[src/rtl/uart_pkg.sv]
// Shared UART types, frame levels and baud helper for the TX/RX stages.
// UART_TX_PARITY_EN adds the even-parity state to tx_state_t.
package uart_pkg;

  localparam int   DATA_BITS   = 8;
  localparam logic START_LEVEL = 1'b0;
  localparam logic STOP_LEVEL  = 1'b1;
  localparam logic IDLE_LEVEL  = 1'b1;

  typedef enum logic [2:0] {
    TX_IDLE   = 3'd0,
    TX_START  = 3'd1,
    TX_DATA   = 3'd2,
`ifdef UART_TX_PARITY_EN
    TX_PARITY = 3'd3,
`endif
    TX_STOP   = 3'd4
  } tx_state_t;

  function automatic int symbol_edge_time(
    input int clock_freq,
    input int baud_rate
  );
    return clock_freq / baud_rate;
  endfunction

endpackage

[src/rtl/uart_baud_gen.sv]
// Symbol timer: one-cycle symbol_end strobe every SYMBOL_EDGE_TIME
// enabled cycles; held at zero while disabled. Shared with the RX side.
module uart_baud_gen #(
  parameter int SYMBOL_EDGE_TIME = 2
) (
  input  logic clk,
  input  logic rst_n,
  input  logic enable,
  output logic symbol_end
);

  localparam int W = (SYMBOL_EDGE_TIME > 1) ? $clog2(SYMBOL_EDGE_TIME) : 1;
  localparam logic [W-1:0] LAST = W'(SYMBOL_EDGE_TIME - 1);

  logic [W-1:0] r_cnt;

  assign symbol_end = enable && (r_cnt == LAST);

  always_ff @(posedge clk) begin
    if (!rst_n || !enable) begin
      r_cnt <= '0;
    end else if (symbol_end) begin
      r_cnt <= '0;
    end else begin
      r_cnt <= r_cnt + W'(1);
    end
  end

endmodule

[src/rtl/uart_tx_serializer.sv]
// UART transmit stage: pops a byte from the TX FIFO and sends it 8N1.
// Define UART_TX_PARITY_EN for 8E1 framing.
module uart_tx_serializer
  import uart_pkg::*;
#(
  parameter int CLOCK_FREQ = 125_000_000,
  parameter int BAUD_RATE  = 115_200
) (
  input  logic       clk,
  input  logic       rst_n,
  input  logic [7:0] data_in,
  input  logic       data_in_valid,
  output logic       data_in_ready,
  output logic       serial_out,
  output logic       busy
);

  localparam int SET = symbol_edge_time(CLOCK_FREQ, BAUD_RATE);

  generate
    if (SET < 2) begin : g_bad_baud
      $error("uart_tx_serializer: CLOCK_FREQ/BAUD_RATE must be >= 2");
    end
  endgenerate

  tx_state_t              r_state;
  logic [DATA_BITS-1:0]   r_shift;
  logic [2:0]             r_idx;
  logic                   r_tx;
  logic                   w_sym_end;
  logic                   w_baud_en;
`ifdef UART_TX_PARITY_EN
  logic                   r_parity;
`endif

  assign w_baud_en     = (r_state != TX_IDLE);
  assign data_in_ready = (r_state == TX_IDLE);
  assign busy          = w_baud_en;
  assign serial_out    = r_tx;

  uart_baud_gen #(
    .SYMBOL_EDGE_TIME(SET)
  ) u_baud (
    .clk        (clk),
    .rst_n      (rst_n),
    .enable     (w_baud_en),
    .symbol_end (w_sym_end)
  );

  // r_tx is loaded with the level of the symbol being entered
  always_ff @(posedge clk) begin
    if (!rst_n) begin
      r_state  <= TX_IDLE;
      r_shift  <= '0;
      r_idx    <= '0;
      r_tx     <= IDLE_LEVEL;
`ifdef UART_TX_PARITY_EN
      r_parity <= 1'b0;
`endif
    end else begin
      unique case (r_state)
        TX_IDLE: begin
          if (data_in_valid) begin
            r_shift  <= data_in;
            r_idx    <= '0;
            r_tx     <= START_LEVEL;
            r_state  <= TX_START;
`ifdef UART_TX_PARITY_EN
            r_parity <= ^data_in;
`endif
          end
        end
        TX_START: begin
          if (w_sym_end) begin
            r_tx    <= r_shift[0];
            r_state <= TX_DATA;
          end
        end
        TX_DATA: begin
          if (w_sym_end) begin
            r_shift <= r_shift >> 1;
            r_idx   <= r_idx + 3'd1;
            if (r_idx == 3'(DATA_BITS - 1)) begin
`ifdef UART_TX_PARITY_EN
              r_tx    <= r_parity;
              r_state <= TX_PARITY;
`else
              r_tx    <= STOP_LEVEL;
              r_state <= TX_STOP;
`endif
            end else begin
              r_tx <= r_shift[1];
            end
          end
        end
`ifdef UART_TX_PARITY_EN
        TX_PARITY: begin
          if (w_sym_end) begin
            r_tx    <= STOP_LEVEL;
            r_state <= TX_STOP;
          end
        end
`endif
        TX_STOP: begin
          if (w_sym_end) begin
            r_tx    <= IDLE_LEVEL;
            r_state <= TX_IDLE;
          end
        end
        default: begin
          r_tx    <= IDLE_LEVEL;
          r_state <= TX_IDLE;
        end
      endcase
    end
  end

endmodule

[config.mk]
export PLATFORM = sky130hd
export DESIGN_NAME = uart_tx_serializer
export DESIGN_NICKNAME = d
export VERILOG_FILES = /design/src/rtl/uart_pkg.sv /design/src/rtl/uart_baud_gen.sv /design/src/rtl/uart_tx_serializer.sv
export SDC_FILE = /design/constraint.sdc
export NUM_CORES = 1
export LEC_CHECK = 0
export ABC_AREA = 1
export ABC_CLOCK_PERIOD_IN_PS = 2700
export CAP_MARGIN = 30
export CORE_ASPECT_RATIO = 0.6
export CORE_UTILIZATION = 60
export DETAILED_ROUTE_END_ITERATION = 8
export GPL_ROUTABILITY_DRIVEN = 0
export GPL_TIMING_DRIVEN = 1
export PLACE_DENSITY = 0.93
export REMOVE_ABC_BUFFERS = 1
export SLEW_MARGIN = 20
export SYNTH_ARGS = -nofsm -noshare
export SYNTH_HDL_FRONTEND = slang
export SYNTH_SLANG_ARGS = --single-unit
[constraint.sdc]
create_clock -name clk -period 2.7 [get_ports clk]
set_input_delay 0.54 -clock clk [delete_from_list [all_inputs] [get_ports clk]]
set_output_delay 0.54 -clock clk [all_outputs]
set_load 0.01 [all_outputs]
==> metrics <==
outcome finished clean; row count 13; hold_sp r_shift[7]; Vias/cell slightly above 5; worst hold-check path type register to register; Gate Count Post-Synth 200; EDFF count, synth 0; Seq/Total Area, Yosys ~37%; crit path DAT approximately 1500 ps; Worst setup SP type register; worst path bufs/invs 2; DRC violations left 0; power per cell area 1170 nW/um^2; vias ~1200; Worst path max stage delay 520 ps; Die H ~40 um; final slew viol count 0; clk sinks 26; RSZ-0062 raised after global routing no; top_reg_cell synth dfxtp_1; WHS Endpoint r_shift[7]; Reg power frac between 30 and 40%; post-layout util roughly 73%; P_leak around 0.70 nW; port bufs 13; Warnings, synthesis 0; DR pass1 iterations 4; share of layout cells above drive strength 1 about 16%; Slowest-stage cell, CP clkdlybuf4s50_1; Tmin final 2050 ps; Cell Area, Synth 1420 sq um; Post-layout nets between 200 and 250; final critical-path share of the clock period between 70% and 80%; I/O pins 14; initial antenna violation count 0; clk buf depth 2; Area Growth Syn to Fin 13.0%; Reg clk slew, reported paths 80 ps; placed inst area approximately 1600 sq um; WP data required between 2000 and 2500 ps; synth unique cells 31; max cap viols 0; CP endpoint kind output port; Diodes inserted 0; r2r setup slk ~750 ps; reg2reg end r_shift[3]; Core Box Area between 2000 and 2500 sq um; Setup Buffers After CTS 0; Slew headroom 66.7%; Synth async-reset ratio 0%; maximum vdd drop between 0.6 and 0.7 mV; Tot GR Track Use between 20 and 25%; vias in the first global route 883; achievable frequency 487 MHz; WS Path Type register to output port; # setup viols final 0; TritonCTS Buffers 3; CP Max Fanout 7; hold slack between 400 and 500 ps; Clock Power Share a little under an eighth; final hold viol count 0; HPWL Detailed slightly above 2000 um; pre-CTS setup slack 684 ps; worst path cell trace nor2_4 > nand2_4 > inv_1 > clkdlybuf4s50_1; Worst-Margin Slew ~500 ps; Worst Slack Setup Final 646 ps; Initial Util ~65%; FF+latch count, synth 26; cts hold-fix bufs 0; Avg Cell Area, Syn 7.11 sq um; GRT Residual Overflow 0; Worst R2R Start u_baud.r_cnt[0]; clk_skew approximately 4.6 ps; WHS Path Cells 2; drt total wl approximately 2700 um; CTS Root Cell clkbuf_8; post-route cell area ~1600 sq um; sw power between 0.8 and 0.9 mW; post-route ant nets 0; Clk Latency, worst-skew pair 270 ps; Sw Share 45.3%; DR WL/cell 11.1 um; Die Span X about 65 um; crit-path leading delay family buffers and inverters; CTS tree done; die area between 2000 and 3000 sq um; Gate power share 57.5%; Pint roughly 1.0 mW; cts repair resizes 0; H-tree depth 1; largest net degree at the start of global routing 16; setup_tns 0 ps; drt initial violations between 100 and 150; cells on worst reg2reg path 12; first-pass GRT wire length approximately 4000 um
-- final cells by class --
| type | count | area, sq um |
|---|---|---|
| timing repair buffer | 15 | 158 |
| sequential | 26 | 520 |
| tap | 30 | 37.5 |
| fill | 179 | 589 |
| clock buffer | 3 | 41.3 |
| inverter | 18 | 67.6 |
| multi-input combinational | 150 | 782 |
-- power by group through the flow --
stage	logic (mW)	registers [mW]	clock network [mW]
after floorplan	0.766	0.576	0
after detailed placement	1.07	0.591	0
final	1.08	0.585	0.214
after global routing	1.20	0.599	0.232
after CTS	1.08	0.583	0.218
after global placement	1.03	0.588	0
-- cell usage after synthesis (2+ instances only) --
cell type  instances  area [sq um]
nand3_1            9          45.0
nand2_4            2          22.5
nor3_1             5          25.0
buf_6              2          22.5
nand3_2            6          60.1
dfxtp_1           26           521
ha_1               4          50.1
xor2_1             3          26.3
o21ai_0            4          20.0
a21oi_1            3          15.0
inv_1             16          60.1
nor2_1            41           154
nor2_2             8          50.1
nand2_2            6          37.5
nand2_1           49           184
-- sequential cells by signal (all words and copies together), names as in the netlist --
name          count
r_idx             3
r_shift           8
r_state           3
serial_out        1
u_baud.r_cnt     11
-- worst max-delay path by stage --
stage,startpoint,endpoint,cells after the start
2_1_floorplan,u_baud.r_cnt[0],r_idx[0],11
3_3_place_gp,data_in_valid,r_shift[3],8
3_5_place_dp,data_in_valid,r_shift[3],8
4_1_cts,r_state[2],data_in_ready,4
5_1_grt,r_state[2],data_in_ready,4
6_report,r_state[2],data_in_ready,4
-- per-layer routing --
metal / vias to the layer above / GRT usage [%] / wire length [um]
li1: 640 / - / -
met3: 2 / 6.10 / 94
met4: 0 / 3.33 / 9
met5: - / 0 / 0
met1: 554 / 32.0 / 1460
met2: 21 / 32.0 / 1120
-- metrics by stage --
| stage | total power, mW | std cells |
|---|---|---|
| finish | 1.88 | 242 |
| global route | 2.04 | 242 |
| CTS | 1.88 | 242 |
| detailed placement | 1.66 | 239 |
| global placement | 1.62 | 239 |
| floorplan | 1.34 | 194 |
-- cell usage in the layout, fill, tap and decap left out, types with 4 or more instances in the layout --
cell / n
nor2_2: 8
ha_1: 4
inv_1: 16
nand2_1: 49
nand3_1: 9
dfxtp_1: 26
nor2_1: 41
nand3_2: 6
nor3_1: 5
clkdlybuf4s50_1: 13
o21ai_0: 4
nand2_2: 6
-- tightest hold or removal path, stage by stage (launching register included) --
cell     delay, ps
dfxtp_1        320
nor2_1          90
nor2_1          50
-- logic make-up after synthesis --
kind of cell             after synthesis  share of synthesized area, %
adder cells (fa/ha/maj)                4                          3.52
AND/OR/NAND/NOR                      132                          44.4
XOR/XNOR                               4                          2.47
flip-flops                            26                          36.6
AO/OA/AOI/OAI                         10                          4.67
buffers and inverters                 24                          8.36
No activity file was read; power rests on OpenSTA's default activity.
